`src/rtl/stage_f_if.sv`:
```
// -----------------------------------------------------------------------------
// stage_f_if -- Wishbone-classic instruction bus between stage_f and
// instruction memory.
//   i_adr_o  64  fetch address (driven by stage_f)
//   i_cyc_o   1  bus cycle in progress
//   i_stb_o   1  strobe, mirrors i_cyc_o
//   i_ack_i   1  memory acknowledge, may be zero-wait
//   i_dat_i  32  instruction word, valid with i_ack_i
//   i_err_i   1  bus error
// Modports: master (stage_f side), slave (memory side).
// -----------------------------------------------------------------------------
interface stage_f_if;
   logic [63:0] i_adr_o;
   logic        i_cyc_o;
   logic        i_stb_o;
   logic        i_ack_i;
   logic [31:0] i_dat_i;
   logic        i_err_i;

   modport master (
      output i_adr_o, i_cyc_o, i_stb_o,
      input  i_ack_i, i_dat_i, i_err_i
   );

   modport slave (
      input  i_adr_o, i_cyc_o, i_stb_o,
      output i_ack_i, i_dat_i, i_err_i
   );
endinterface

```
`src/rtl/stage_f.sv`:
```
// -----------------------------------------------------------------------------
// stage_f -- instruction fetch stage. Owns the PC, issues single-beat
// Wishbone-classic reads and hands each accepted word to the decoder as a
// one-cycle f_ack_o strobe. Redirects from execute retarget the PC; a fetch
// already in flight when a redirect arrives is completed on the bus and
// then thrown away.
//
// Ports:
//   clk_i         pipeline clock
//   reset_ni      asynchronous active-low reset
//   bus           stage_f_if.master instruction bus
//   x_redirect_i  one-cycle redirect request, x_pc_i is its target
//   f_ack_o       instruction valid to decoder (combinational from i_ack_i)
//   f_dat_o       instruction word, f_pc_o its address
//   f_misalign_o  halted on a target with [1:0] != 0
//   f_fault_o     halted on a bus error
//
// Build option: STAGE_F_BUS_ERR_EN -- honour i_err_i (halt with f_fault_o).
// Without it i_err_i is ignored and f_fault_o stays 0.
// -----------------------------------------------------------------------------
module stage_f #(
   parameter logic [63:0] RESET_PC = 64'h0000_0000_0000_0100
) (
   input  logic        clk_i,
   input  logic        reset_ni,
   stage_f_if.master   bus,
   input  logic        x_redirect_i,
   input  logic [63:0] x_pc_i,
   output logic        f_ack_o,
   output logic [31:0] f_dat_o,
   output logic [63:0] f_pc_o,
   output logic        f_misalign_o,
   output logic        f_fault_o
);

   typedef enum logic [1:0] {StIdle, StFetch, StHalt} state_e;

   state_e      r_state;
   logic [63:0] r_pc;
   logic        r_pend;
   logic [63:0] r_pend_pc;
   logic        r_misalign;
   logic        r_fault;

   logic        w_in_fetch;
   logic        w_ack;
   logic        w_err;
   logic        w_done;
   logic        w_stale;
   logic [63:0] w_tgt;
   logic        w_tgt_mis;

   assign w_in_fetch = (r_state == StFetch);
   assign w_ack      = w_in_fetch & bus.i_ack_i;

`ifdef STAGE_F_BUS_ERR_EN
   assign w_err      = w_in_fetch & bus.i_err_i;
`else
   logic w_unused_err;
   assign w_unused_err = bus.i_err_i;
   assign w_err        = 1'b0;
`endif

   assign w_done    = w_ack | w_err;
   // A completing fetch is stale if a redirect is already queued or lands now.
   assign w_stale   = r_pend | x_redirect_i;
   // The redirect arriving this cycle beats the queued one.
   assign w_tgt     = x_redirect_i ? x_pc_i : r_pend_pc;
   assign w_tgt_mis = |w_tgt[1:0];

   always_ff @(posedge clk_i or negedge reset_ni) begin
      if (!reset_ni) begin
         r_state    <= StIdle;
         r_pc       <= RESET_PC;
         r_pend     <= 1'b0;
         r_pend_pc  <= '0;
         r_misalign <= 1'b0;
         r_fault    <= 1'b0;
      end else begin
         unique case (r_state)
            StIdle: begin
               if (x_redirect_i) begin
                  r_pc       <= w_tgt;
                  r_misalign <= w_tgt_mis;
                  r_fault    <= 1'b0;
                  r_state    <= w_tgt_mis ? StHalt : StFetch;
               end else begin
                  r_state <= StFetch;
               end
            end
            StFetch: begin
               if (w_done) begin
                  if (w_stale) begin
                     r_pc       <= w_tgt;
                     r_pend     <= 1'b0;
                     r_misalign <= w_tgt_mis;
                     r_state    <= w_tgt_mis ? StHalt : StFetch;
                  end else if (w_err) begin
                     r_fault <= 1'b1;
                     r_state <= StHalt;
                  end else begin
                     r_pc <= r_pc + 64'd4;
                  end
               end else if (x_redirect_i) begin
                  // Bus cycle keeps running; the target waits for the ack.
                  r_pend    <= 1'b1;
                  r_pend_pc <= x_pc_i;
               end
            end
            StHalt: begin
               if (x_redirect_i) begin
                  r_pc       <= w_tgt;
                  r_misalign <= w_tgt_mis;
                  r_fault    <= 1'b0;
                  r_state    <= w_tgt_mis ? StHalt : StFetch;
               end
            end
            default: r_state <= StIdle;
         endcase
      end
   end

   assign bus.i_adr_o  = r_pc;
   assign bus.i_cyc_o  = w_in_fetch;
   assign bus.i_stb_o  = w_in_fetch;

   assign f_ack_o      = w_ack & ~w_err & ~w_stale;
   assign f_dat_o      = bus.i_dat_i;
   assign f_pc_o       = r_pc;
   assign f_misalign_o = r_misalign;
   assign f_fault_o    = r_fault;

endmodule

```
`src/flat_wrapper.sv`:
```
// flat-port wrapper written by rule: the top's interface ports become plain ports
module stage_f_flat 
#(
   parameter logic [63:0] RESET_PC = 64'h0000_0000_0000_0100
)
  (clk_i, reset_ni, x_redirect_i, x_pc_i, f_ack_o, f_dat_o, f_pc_o, f_misalign_o, f_fault_o, bus_i_adr_o, bus_i_cyc_o, bus_i_stb_o, bus_i_ack_i, bus_i_dat_i, bus_i_err_i);
  stage_f_if bus_i ();
  input  logic clk_i;
  input  logic reset_ni;
  input  logic x_redirect_i;
  input  logic [63:0] x_pc_i;
  output logic f_ack_o;
  output logic [31:0] f_dat_o;
  output logic [63:0] f_pc_o;
  output logic f_misalign_o;
  output logic f_fault_o;
  output wire logic [$bits(bus_i.i_adr_o)-1:0] bus_i_adr_o;
  output wire logic [$bits(bus_i.i_cyc_o)-1:0] bus_i_cyc_o;
  output wire logic [$bits(bus_i.i_stb_o)-1:0] bus_i_stb_o;
  input wire logic [$bits(bus_i.i_ack_i)-1:0] bus_i_ack_i;
  input wire logic [$bits(bus_i.i_dat_i)-1:0] bus_i_dat_i;
  input wire logic [$bits(bus_i.i_err_i)-1:0] bus_i_err_i;
  assign bus_i_adr_o = bus_i.i_adr_o;
  assign bus_i_cyc_o = bus_i.i_cyc_o;
  assign bus_i_stb_o = bus_i.i_stb_o;
  assign bus_i.i_ack_i = bus_i_ack_i;
  assign bus_i.i_dat_i = bus_i_dat_i;
  assign bus_i.i_err_i = bus_i_err_i;
  stage_f #(.RESET_PC(RESET_PC)) u_core (.clk_i(clk_i), .reset_ni(reset_ni), .bus(bus_i), .x_redirect_i(x_redirect_i), .x_pc_i(x_pc_i), .f_ack_o(f_ack_o), .f_dat_o(f_dat_o), .f_pc_o(f_pc_o), .f_misalign_o(f_misalign_o), .f_fault_o(f_fault_o));
endmodule
```
`config.mk`:
```
export PLATFORM = sky130hd
export DESIGN_NAME = stage_f_flat
export DESIGN_NICKNAME = d
export VERILOG_FILES = /design/src/rtl/stage_f_if.sv /design/src/rtl/stage_f.sv /design/src/flat_wrapper.sv
export SDC_FILE = /design/constraint.sdc
export NUM_CORES = 1
export LEC_CHECK = 0
export ABC_AREA = 1
export CORE_MARGIN = 2
export CORE_UTILIZATION = 30
export DETAILED_ROUTE_END_ITERATION = 8
export GPL_TIMING_DRIVEN = 0
export PLACE_DENSITY = 0.62
export SLEW_MARGIN = 20
export SYNTH_ARGS = -nofsm -noshare
export SYNTH_HDL_FRONTEND = slang
export SYNTH_SLANG_ARGS = --single-unit
```
`constraint.sdc`:
```
create_clock -name clk_i -period 2.6 [get_ports clk_i]
set_clock_uncertainty 0.2 [all_clocks]
set_input_delay 0.52 -clock clk_i [delete_from_list [all_inputs] [get_ports clk_i]]
set_output_delay 0.52 -clock clk_i [all_outputs]
set_load 0.03 [all_outputs]
```
; ---- After elaboration in Yosys (flattened, before gate mapping)
; Cells that the tools add are included.
[totals]
register_bits = 132
in_bits = 101
wordCells = 46
[op_classes]
n_addsub = 1
eq_ne = 7
n_mux = 18
n_bitwise = 5
reduce_logical = 10
[op_table]
columns = operator, count
row1 = $mux 64, 4
row2 = $pmux 64 s2, 1
row3 = $add 64x3->64 const B, 1
row4 = $mux 2, 5
row5 = $reduce_and 3->1, 3
row6 = $ne 2x2->1 const B, 4
row7 = $mux 1, 6
row8 = $pmux 2 s3, 1
row9 = $reduce_and 4->1, 1
row10 = $reduce_bool 2->1, 2
row11 = $reduce_or 2->1, 2
row12 = $and 1x1->1, 2
row13 = $eq 2x1->1 const B, 1
row14 = $eq 2x2->1 const B, 1
row15 = $logic_not 2->1, 1
row16 = $ne 2x1->1 const B, 1
row17 = $not 1->1, 2
row18 = $pmux 1 s2, 1
row19 = $reduce_and 2->1, 1
row20 = $or 1x1->1, 1

; ---- Logic depth before layout (Yosys ltp)
[depth]
word_depth = 6
mapped_depth = 13
ltp_nobuf = 13

; ---- Worst setup path after synthesis
; OpenSTA, ideal clock, no wires.
[synth_path]
path_kind = register to output
start = register u_core.r_state[1]
end = output f_ack_o
t_arrival_ns = 1.451
setup_slack_ns = 0.429
stages_incl_launch_ff = 5
cell_sequence = dfrtp_1 -> inv_1 -> ha_1 -> nand2_1 -> nor2_1
[synth_via]
elab_chain_cells = 3
[synth_rtl]
columns = item, line
row1 = from (decl), stage_f.sv:38  ; state_e r_state;
row2 = from (signal assigned), stage_f.sv:73  ; r_state <= StIdle;
row3 = from (signal assigned), stage_f.sv:86  ; r_state <= w_tgt_mis ? StHalt : StFetch;
row4 = from (signal assigned), stage_f.sv:88  ; r_state <= StFetch;
row5 = $eq 2x1->1, stage_f.sv:53  ; assign w_in_fetch = (r_state == StFetch);
row6 = via bus_i_cyc_o, flat_wrapper.sv:18  ; output wire logic [$bits(bus_i.i_cyc_o)-1:0] bus_i_cyc_o;
row7 = $and 1x1->1, stage_f.sv:54  ; assign w_ack = w_in_fetch & bus.i_ack_i;
row8 = $and 1x1->1, stage_f.sv:127  ; assign f_ack_o = w_ack & ~w_err & ~w_stale;
row9 = to (decl), flat_wrapper.sv:12  ; output logic f_ack_o;
; The timed path passes the listed nets, and every way through them passes these cells.

; ---- Worst setup path after layout
[layout_path]
start = register u_core.r_pc[43], in the netlist u_core.bus.i_adr_o[43]
end = output f_pc_o[43]
[layout_rtl]
columns = item, line
row1 = from (decl), stage_f.sv:39  ; logic [63:0] r_pc;
row2 = from (signal assigned), stage_f.sv:83  ; r_pc <= w_tgt;
row3 = from (signal assigned), stage_f.sv:94  ; r_pc <= w_tgt;
row4 = from (signal assigned), stage_f.sv:102  ; r_pc <= r_pc + 64'd4;
row5 = to (decl), flat_wrapper.sv:14  ; output logic [63:0] f_pc_o;
; No word-level cell between the ends.

==> impl_results.md <==
* Worst Max-Slew Pin Slew at 0.755 ns
* GPL Wtd Cong at 0.935
* Outcome: finished clean
* Syn Std Cell Area at 9060 µm²
* Total Wirelength at 33,500 µm
* Root buf cell: clkbuf_16
* Via density at 4.80
* Core footprint at 29,700 µm²
* Worst vdd ir at 0.473 mV
* DR vias at 9,349
* Worst-Skew Late Latency at 0.43 ns
* CTS Buffer Depth at 2
* Die H at 178 µm
* GR peak layer: met2
* Max-cap violations at 0
* Period utilisation layout at 99.8%
* Initial antenna violation count at 0
* CTS Buf Count at 17
* Max Slew Vio Count at 0
* Internal Power at 8.33 mW
* Total power at 16.0 mW
* Number of core rows at 63
* Vias in the first global route at 8,835
* PwrDens at 1270 nW/µm²
* RSZ-0062 raised after global routing: no
* Clk network pwr share at 16.3%
* Relative slew margins at 49.6%
* Syn_nets at 1,401
* Logic pwr share at 56.8%
* Synth Instances at 1,295
* Most instantiated cells after synthesis: nand2_1, nor2_1, dfrtp_1
* Met2 Use GR at 33.9%
* Async SR Flop Fraction at 100%
* Port Buffer Count at 230
* GRT overflow at 0
* Avg Inst Size Synth at 6.99 µm²
* CP endpoint kind: output pin
* Startpoint types: flip-flop
* Synth top area cells: dfrtp_1, nand2_1, buf_4, o21ai_0, nor2_1
* Min Tclk post-route at 2.59 ns
* Antenna fix cells at 0
* CP required at 1.88 ns
* Final hold slack at 0.262 ns
* Leak at 5.74 nW
* Initial Util at 30.5%
* Num ports at 266
* Synth Register Bits at 132
* Worst Hold Depth at 3
* Final hold vios at 0
* Yosys Warn Count at 0
* H-Tree Depth at 4
* Drt pass-1 iters at 7
* Most frequent cell after synthesis: nand2_1
* EDFF count, synth at 0
* M3 GR Usage at 3.28%
* Max Freq at 385 MHz
* Area grow syn2layout at 38.2%
* Net Sw Frac at 47.8%
* Top-area cell type share of the netlist area at 36.2%
* Wire per inst at 17.2 µm
* Worst reg-to-reg setup slack at 0.06 ns
* Fraction of layout cells with a size suffix above 1 at 11.4%
* R2R cell count at 10
* Post-DP HPWL at 26,700 µm
* DRT iter0 DRCs at 711
* Synth area leader: dfrtp_1
* Final net count at 1,651
* Final setup vio count at 0
* ANT nets after route at 0
* GR Layer Usage met1 at 29.2%
* Flop pwr share at 26.9%
* DRC viols at 0
* TritonCTS clock tree: built
* Sequential area share after synthesis at 36.5%
* Gr usage total at 21.1%
* Hold Crit Class: primary input to flip-flop
* CP Class: flip-flop to output pin
* Die area at 31,600 µm²
* Die extent in x at 178 µm
* Clock sinks at 132
* Clk pin slew, worst setup/hold paths at 0.06 ns
* Largest net degree at the start of global routing at 71
* Netlist cell types at 40
* Sw power at 7.62 mW
* Critical Path Fanout Max at 7
* Main synth FF type: dfrtp_1
* First-pass GRT wire length at 50,200 µm
* Arrival time at the worst endpoint at 1.87 ns
## placed cells by master (no fill, tap or decap), types with 7 or more instances in the layout
master / Yosys / routed
a21oi_1: 15 / 15
buf_2: 19 / 18
inv_1: 98 / 98
buf_4: 101 / 101
xnor2_1: 7 / 7
a21boi_1: 7 / 7
nand2_1: 436 / 436
o21ai_0: 108 / 108
xor2_1: 17 / 17
clkbuf_16: 0 / 17
nand3_1: 44 / 44
clkbuf_1: 25 / 23
clkdlybuf4s50_1: 0 / 226
nand4_1: 10 / 10
dfrtp_1: 131 / 130
nor2_1: 138 / 137
mux2i_1: 49 / 49
nor3_1: 12 / 10
o22ai_1: 14 / 14
o211ai_1: 12 / 12
## power by group through the flow
stage	clock, mW	sequential (mW)	combinational [mW]
2_1_floorplan	0	4.80	4.87
4_1_cts	2.63	4.29	9.05
3_5_place_dp	0	4.31	9.03
3_3_place_gp	0	4.28	8.90
5_1_grt	2.71	4.44	9.79
6_report	2.59	4.30	9.06
## final timing paths
check,start,endpoint
worst max-delay path,u_core.bus.i_adr_o[43],f_pc_o[43]
worst min-delay path,x_redirect_i,u_core.r_pend_pc[1]
worst max register to register,u_core.bus.i_adr_o[2],u_core.bus.i_adr_o[44]
worst min register to register,u_core.r_pend_pc[37],u_core.r_pend_pc[37]
max in group asynchronous,reset_ni,u_core.bus.i_adr_o[21]
min in group asynchronous,reset_ni,u_core.r_pend_pc[33]
## per-layer routing
metal  part of all wire, %  wire (µm)
met1                    45      15100
met2                    45      15200
met3                   7.4       2490
met4                   2.2        721
met5                     0          0
## sequential cells by signal, summed over array words and instances (netlist names)
name and count:
u_core.r_state 2, u_core.f_misalign_o 1, u_core.r_pend_pc 64, u_core.bus.i_adr_o 64
u_core.r_pend 1
## cell families (layout without fill, tap and decap cells)
logic type	Yosys count	in the layout	synth area share [%]
mux	49	49	5.42
buf+inv	247	509	14.8
simple gates	660	660	29.4
fa+ha+maj	5	5	0.691
other cells	1	1	0.0414
flops	132	132	36.5
compound gates	177	177	10.9
xor+xnor	24	24	2.32
## critical path, stage by stage (launching register included)
cell	delay [ns]
dfrtp_1	0.61
buf_4	0.18
clkdlybuf4s50_1	0.66
## layout make-up
| class | instances | area (µm²) |
|---|---|---|
| multi-input combinational | 916 | 4430 |
| sequential | 132 | 3310 |
| clock buffer | 19 | 443 |
| clock inverter | 12 | 179 |
| timing repair buffer | 232 | 2340 |
| fill | 3078 | 17200 |
| inverter | 100 | 375 |
| buffer | 146 | 963 |
| tap | 390 | 488 |
## through the flow
stage	TNS (ns)	setup WS [ns]	cell area [µm²]	utilization, %	cells
6_report	0	0.00570	12500	42.1	1947
5_1_grt	0	0.000468	12500	42.1	1947
4_1_cts	0	0.00457	12500	42.1	1948
3_5_place_dp	-3.15	-0.284	11900	40.0	1916
3_3_place_gp	-642.77	-4.88	11800	39.9	1915
2_1_floorplan	0	0.429	9060	-	1295
## repair_timing
item,in CTS,in global routing
setup endpoints to repair,14,18
hold buffers,1,0
gates resized for setup,6,7
setup buffers,0,0
endpoints found under the hold margin,61,0
(Power assumes the default switching activity.)
==> variant 1: new RTL, same flow settings <==
The option `STAGE_F_BUS_ERR_EN` is turned on by a define.
--- a/src/rtl/stage_f.sv
+++ b/src/rtl/stage_f.sv
@@ -19,4 +19,6 @@
 // Without it i_err_i is ignored and f_fault_o stays 0.
 // -----------------------------------------------------------------------------
+`define STAGE_F_BUS_ERR_EN
+
 module stage_f #(
    parameter logic [63:0] RESET_PC = 64'h0000_0000_0000_0100
Formal check against the unedited RTL: not equivalent (a bounded check fails within 4 cycles, from zero or initial values and one cycle with reset_ni low).
==> variant 1 against the original RTL <==
  * Routed wire length grew 7.1%
  * Worst setup slack better by 0.037 ns
  * Sequential cell count grew 1
  * Design area about the same
  * Total power rose by 0.99%
  * Synthesized area increased by 0.12%
  * Largest cell class unchanged
==> variant 1: results (changes against the original RTL) <==
- Run status: finished, final reports clean (unchanged)
- Clock tree sinks: 133 (was 132)
- Number of global-route vias before repair: 9296 (was 8835)
- Worst hold endpoint: u_core.r_pend_pc[19]$_DFFE_PN0P_ (was u_core.r_pend_pc[1]$_DFFE_PN0P_)
- Crit Reg-Reg Startpoint: u_core.bus.i_adr_o[3]$_DFFE_PN0P_ (was u_core.bus.i_adr_o[2]$_DFFE_PN0P_)
- Data arrival, critical path: 1.84 ns (was 1.87 ns)
- Clock group total power: 0.00254 W (was 0.00259 W)
- Timing endpoint of the critical path: f_pc_o[30] (was f_pc_o[43])
- Die width: 178 um (about the same)
- Max rail drop VDD: 0.654 mV (was 0.473 mV)
- Net count after synthesis: 1440 (was 1401)
- Detailed Place HPWL: 28.1 mm (was 26.7 mm)
- Combinational power: 0.00918 W (was 0.00906 W)
- Hold Worst Slack: 0.283 ns (was 0.262 ns)
- NonClk Buf Share: 26.6% (was 26.4%)
- Unique cell type count in the Yosys netlist: 39 (was 40)
- Synthesized area per cell: 6.78 sq um (was 6.99 sq um)
- IO Port Bufs: 232 (was 230)
- Register-to-register path setup slack: 0.10 ns (was 0.06 ns)
- Worst setup startpoint: u_core.bus.i_adr_o[30]$_DFFE_PN0P_ (was u_core.bus.i_adr_o[43]$_DFFE_PN0P_)
- Post-layout instance count excluding filler cells: 1994 (was 1947)
- Avg WL per Cell: 18.0 um (was 17.2 um)
- Worst slack, placed: -0.225 ns (was -0.284 ns)
- Filler instances: 3087 (was 3078)
- Total routing resource utilization after global routing: 22.9% (was 21.1%)
- Vias: 9713 (was 9349)
- Antenna violations before repair: 1 (was 0)
- Buffers, non-clock: 383 (was 378)
- Internal power: 0.00823 W (was 0.00833 W)
- Final-layout clock-cell area share: 4.74% (was 4.97%)
- Total of clock buffers placed in the layout: 21 (was 19)
- Leak pwr: 5.57 nW (was 5.74 nW)
- Normalized max-slew margin: 39.5% (was 49.6%)
- Worst Slack Setup Final: 0.0424 ns (was 0.00570 ns)
- Hold crit path type: reg -> reg (was in -> reg)
- Main area contributors after synthesis: dfrtp_1 36%, nand2_1 16%, buf_4 8.4%, o21ai_0 7.6%, nor2_1 7.5% (was dfrtp_1 36%, nand2_1 18%, buf_4 8.4%, o21ai_0 6.0%, nor2_1 5.7%)
- Area taken by multi-input logic gates: 0.00433 sq mm (was 0.00443 sq mm)
- Weighted congestion reported at the end of routability-driven placement: 0.946 (was 0.935)
- Share of the final layout cell area in sequential cells: 26.6% (was 26.4%)
- Count of multi-input combinational gates: 939 (was 916)
- Clock group share of total power: 15.7% (was 16.3%)
- Part of the Yosys area used for sequential elements: 36.7% (was 36.5%)
- Share of final-layout standard cells stronger than drive strength 1: 11.6% (was 11.4%)
- Non-CTS inverters: 117 (was 100)
- Net total in the final layout: 1693 (was 1651)
- Cell types with the highest counts after synthesis: 379 x nand2_1, 182 x nor2_1, 138 x o21ai_0 (was 436 x nand2_1, 138 x nor2_1, 131 x dfrtp_1)
- Largest fanout of any net on the critical path: 6 (was 7)
[variant 1: routing by layer]
layer  global-route usage, %  up-vias  share of wire [%]
met1                    31.4     4570                 44
met2                    36.4      402                 45
met5                       0        -                  0
met3                    4.18       47                7.6
met4                    7.55        0                2.7
li1                        -     4694                  -
[variant 1: critical path: cells and delay by family, from the launching register on]
kind                   cells  cell delay (ns)
buffers and inverters      2             0.83
flip-flops                 1             0.56
[variant 1: cells by family (layout without fill, tap and decap cells)]
family | count (synthesis) | in the layout | share of synthesized area [%]
and+or+nand+nor | 688 | 688 | 31.5
buffers and inverters | 266 | 532 | 15.6
AOI/OAI and AO/OA | 213 | 213 | 12.1
DFF | 133 | 133 | 36.7
muxes | 21 | 21 | 2.32
xor gates and xnor gates | 16 | 16 | 1.55
adders and majority gates | 1 | 1 | 0.138
[variant 1: what timing repair did]
item                                    in CTS  in global routing
cloned                                       0                  0
gates resized for setup                      2                  9
hold endpoints to repair                    43                  0
pin swaps                                    0                  0
hold buffers                                 1                  0
endpoints found under the setup margin       1                 11
==> variant 2: new RTL, config.mk and constraints unchanged <==
Without the edit above. Encoding of `state_e`: now one-hot (3 bits for 3 states).
--- a/src/rtl/stage_f.sv
+++ b/src/rtl/stage_f.sv
@@ -34,5 +34,5 @@
 );
 
-   typedef enum logic [1:0] {StIdle, StFetch, StHalt} state_e;
+   typedef enum logic [2:0] {StIdle = 3'b001, StFetch = 3'b010, StHalt = 3'b100} state_e;
 
    state_e      r_state;
Behaviour: same outputs for any inputs over 4 cycles, from zero or initial values and one cycle with reset_ni low; so few cycles prove little.
==> variant 2 against the original RTL <==
  * Critical path depth unchanged
  * Design area fell by 1.1%
  * Utilization down 0.13 points
  * Largest power group unchanged
  * Sequential cell count rose by 1
  * Routed wire length rose by 6.1%
  * Highest routed layer unchanged
  * Die area fell by 1.3%
  * Combinational power up 13%
  * Worst setup slack improved by 0.055 ns
  * Synthesized area fell by 1.4%
  * Via count fell by 0.41%
  * Total power grew 8.0%
  * Critical endpoint is now f_pc_o[31]
==> variant 2: results (changes against the original RTL) <==
- Run status: finished, final reports clean (unchanged)
- Max rail drop VDD: 0.777 mV (was 0.473 mV)
- M1 wire length: 16.1 mm (was 15.1 mm)
- Leak pwr: 5.62 nW (was 5.74 nW)
- Buffers, non-clock: 381 (was 378)
- Wire length of the first global-routing pass: 53.4 mm (was 50.2 mm)
- Share of total power consumed by net switching: 50.0% (was 47.8%)
- Post-place instance area: 0.0118 sq mm (was 0.0119 sq mm)
- Crit Reg-Reg Startpoint: u_core.r_state[0]$_DFFE_PN1P_ (was u_core.bus.i_adr_o[2]$_DFFE_PN0P_)
- Endpoint of the most critical register-to-register path: u_core.bus.i_adr_o[19]$_DFFE_PN0P_ (was u_core.bus.i_adr_o[44]$_DFFE_PN0P_)
- Data arrival, critical path: 1.82 ns (was 1.87 ns)
- Count of multi-input combinational gates: 895 (was 916)
- Register-to-Register Path Depth: 8 (was 10)
- Total of clock buffers placed in the layout: 21 (was 19)
- Detailed Place HPWL: 27.7 mm (was 26.7 mm)
- Vias: 9311 (was 9349)
- Flip-flop and latch area: 0.00333 sq mm (was 0.00331 sq mm)
- Worst slack, placed: -0.0777 ns (was -0.284 ns)
- Worst hold endpoint: u_core.r_pend$_DFFE_PN0P_ (was u_core.r_pend_pc[1]$_DFFE_PN0P_)
- Net count after synthesis: 1368 (was 1401)
- Number of global-route vias before repair: 8759 (was 8835)
- Metal3 WL: 2.96 mm (was 2.49 mm)
- Register-to-register path setup slack: 0.09 ns (was 0.06 ns)
- Xor and xnor area share after synthesis: 1.18% (was 2.32%)
- Area taken by multi-input logic gates: 0.00430 sq mm (was 0.00443 sq mm)
- Synthesized-area fraction occupied by ao, oa, aoi and oai cells: 11.8% (was 10.9%)
- Routing usage on met1: 32.7% (was 29.2%)
- Routed wire length on met2: 15.7 mm (was 15.2 mm)
- Part of the Yosys area used for sequential elements: 37.3% (was 36.5%)
- Largest fanout of any net on the critical path: 6 (was 7)
- Worst setup startpoint: u_core.bus.i_adr_o[31]$_DFFE_PN0P_ (was u_core.bus.i_adr_o[43]$_DFFE_PN0P_)
- Main area contributors after synthesis: dfrtp_1 37%, nand2_1 16%, buf_4 8.6%, o21ai_0 6.6%, mux2i_1 5.8% (was dfrtp_1 36%, nand2_1 18%, buf_4 8.4%, o21ai_0 6.0%, nor2_1 5.7%)
- Non-CTS inverters: 89 (was 100)
- Drt initial violations: 995 (was 711)
- FF+latch count: 133 (was 132)
- Weighted congestion reported at the end of routability-driven placement: 0.962 (was 0.935)
- Unique cell type count in the Yosys netlist: 35 (was 40)
- Cell types with the highest counts after synthesis: 385 x nand2_1, 131 x dfrtp_1, 130 x nor2_1 (was 436 x nand2_1, 138 x nor2_1, 131 x dfrtp_1)
- Total routing resource utilization after global routing: 23.0% (was 21.1%)
- Number of detailed-route iterations in the first pass: 5 (was 7)
## variant 2: repair_timing
| item | in CTS | in global routing |
|---|---|---|
| gates cloned | 0 | 0 |
| hold buffers | 1 | 0 |
| endpoints found under the setup margin | 2 | 14 |
| hold endpoints to repair | 44 | 0 |
| resized for setup | 2 | 9 |
## variant 2: stage by stage
| step | power [W] | utilization [%] | TNS [ns] | instances | hold WS [ns] |
|---|---|---|---|---|---|
| 2_1_floorplan | 0.0104 | - | 0 | 1266 | 0.0244 |
| 6_report | 0.0172 | 42.0 | 0 | 1920 | 0.226 |
| 4_1_cts | 0.0172 | 41.9 | 0 | 1920 | 0.224 |
| 3_5_place_dp | 0.0146 | 39.9 | -0.343 | 1887 | 0.246 |
| 3_3_place_gp | 0.0145 | 39.8 | -653.06 | 1886 | 0.263 |
| 5_1_grt | 0.0183 | 42.0 | 0 | 1920 | 0.252 |
## variant 2: tightest hold or removal path: stages
cell and delay (ns):
buf_6 0.12, nor2_4 0.07, a21oi_1 0.11
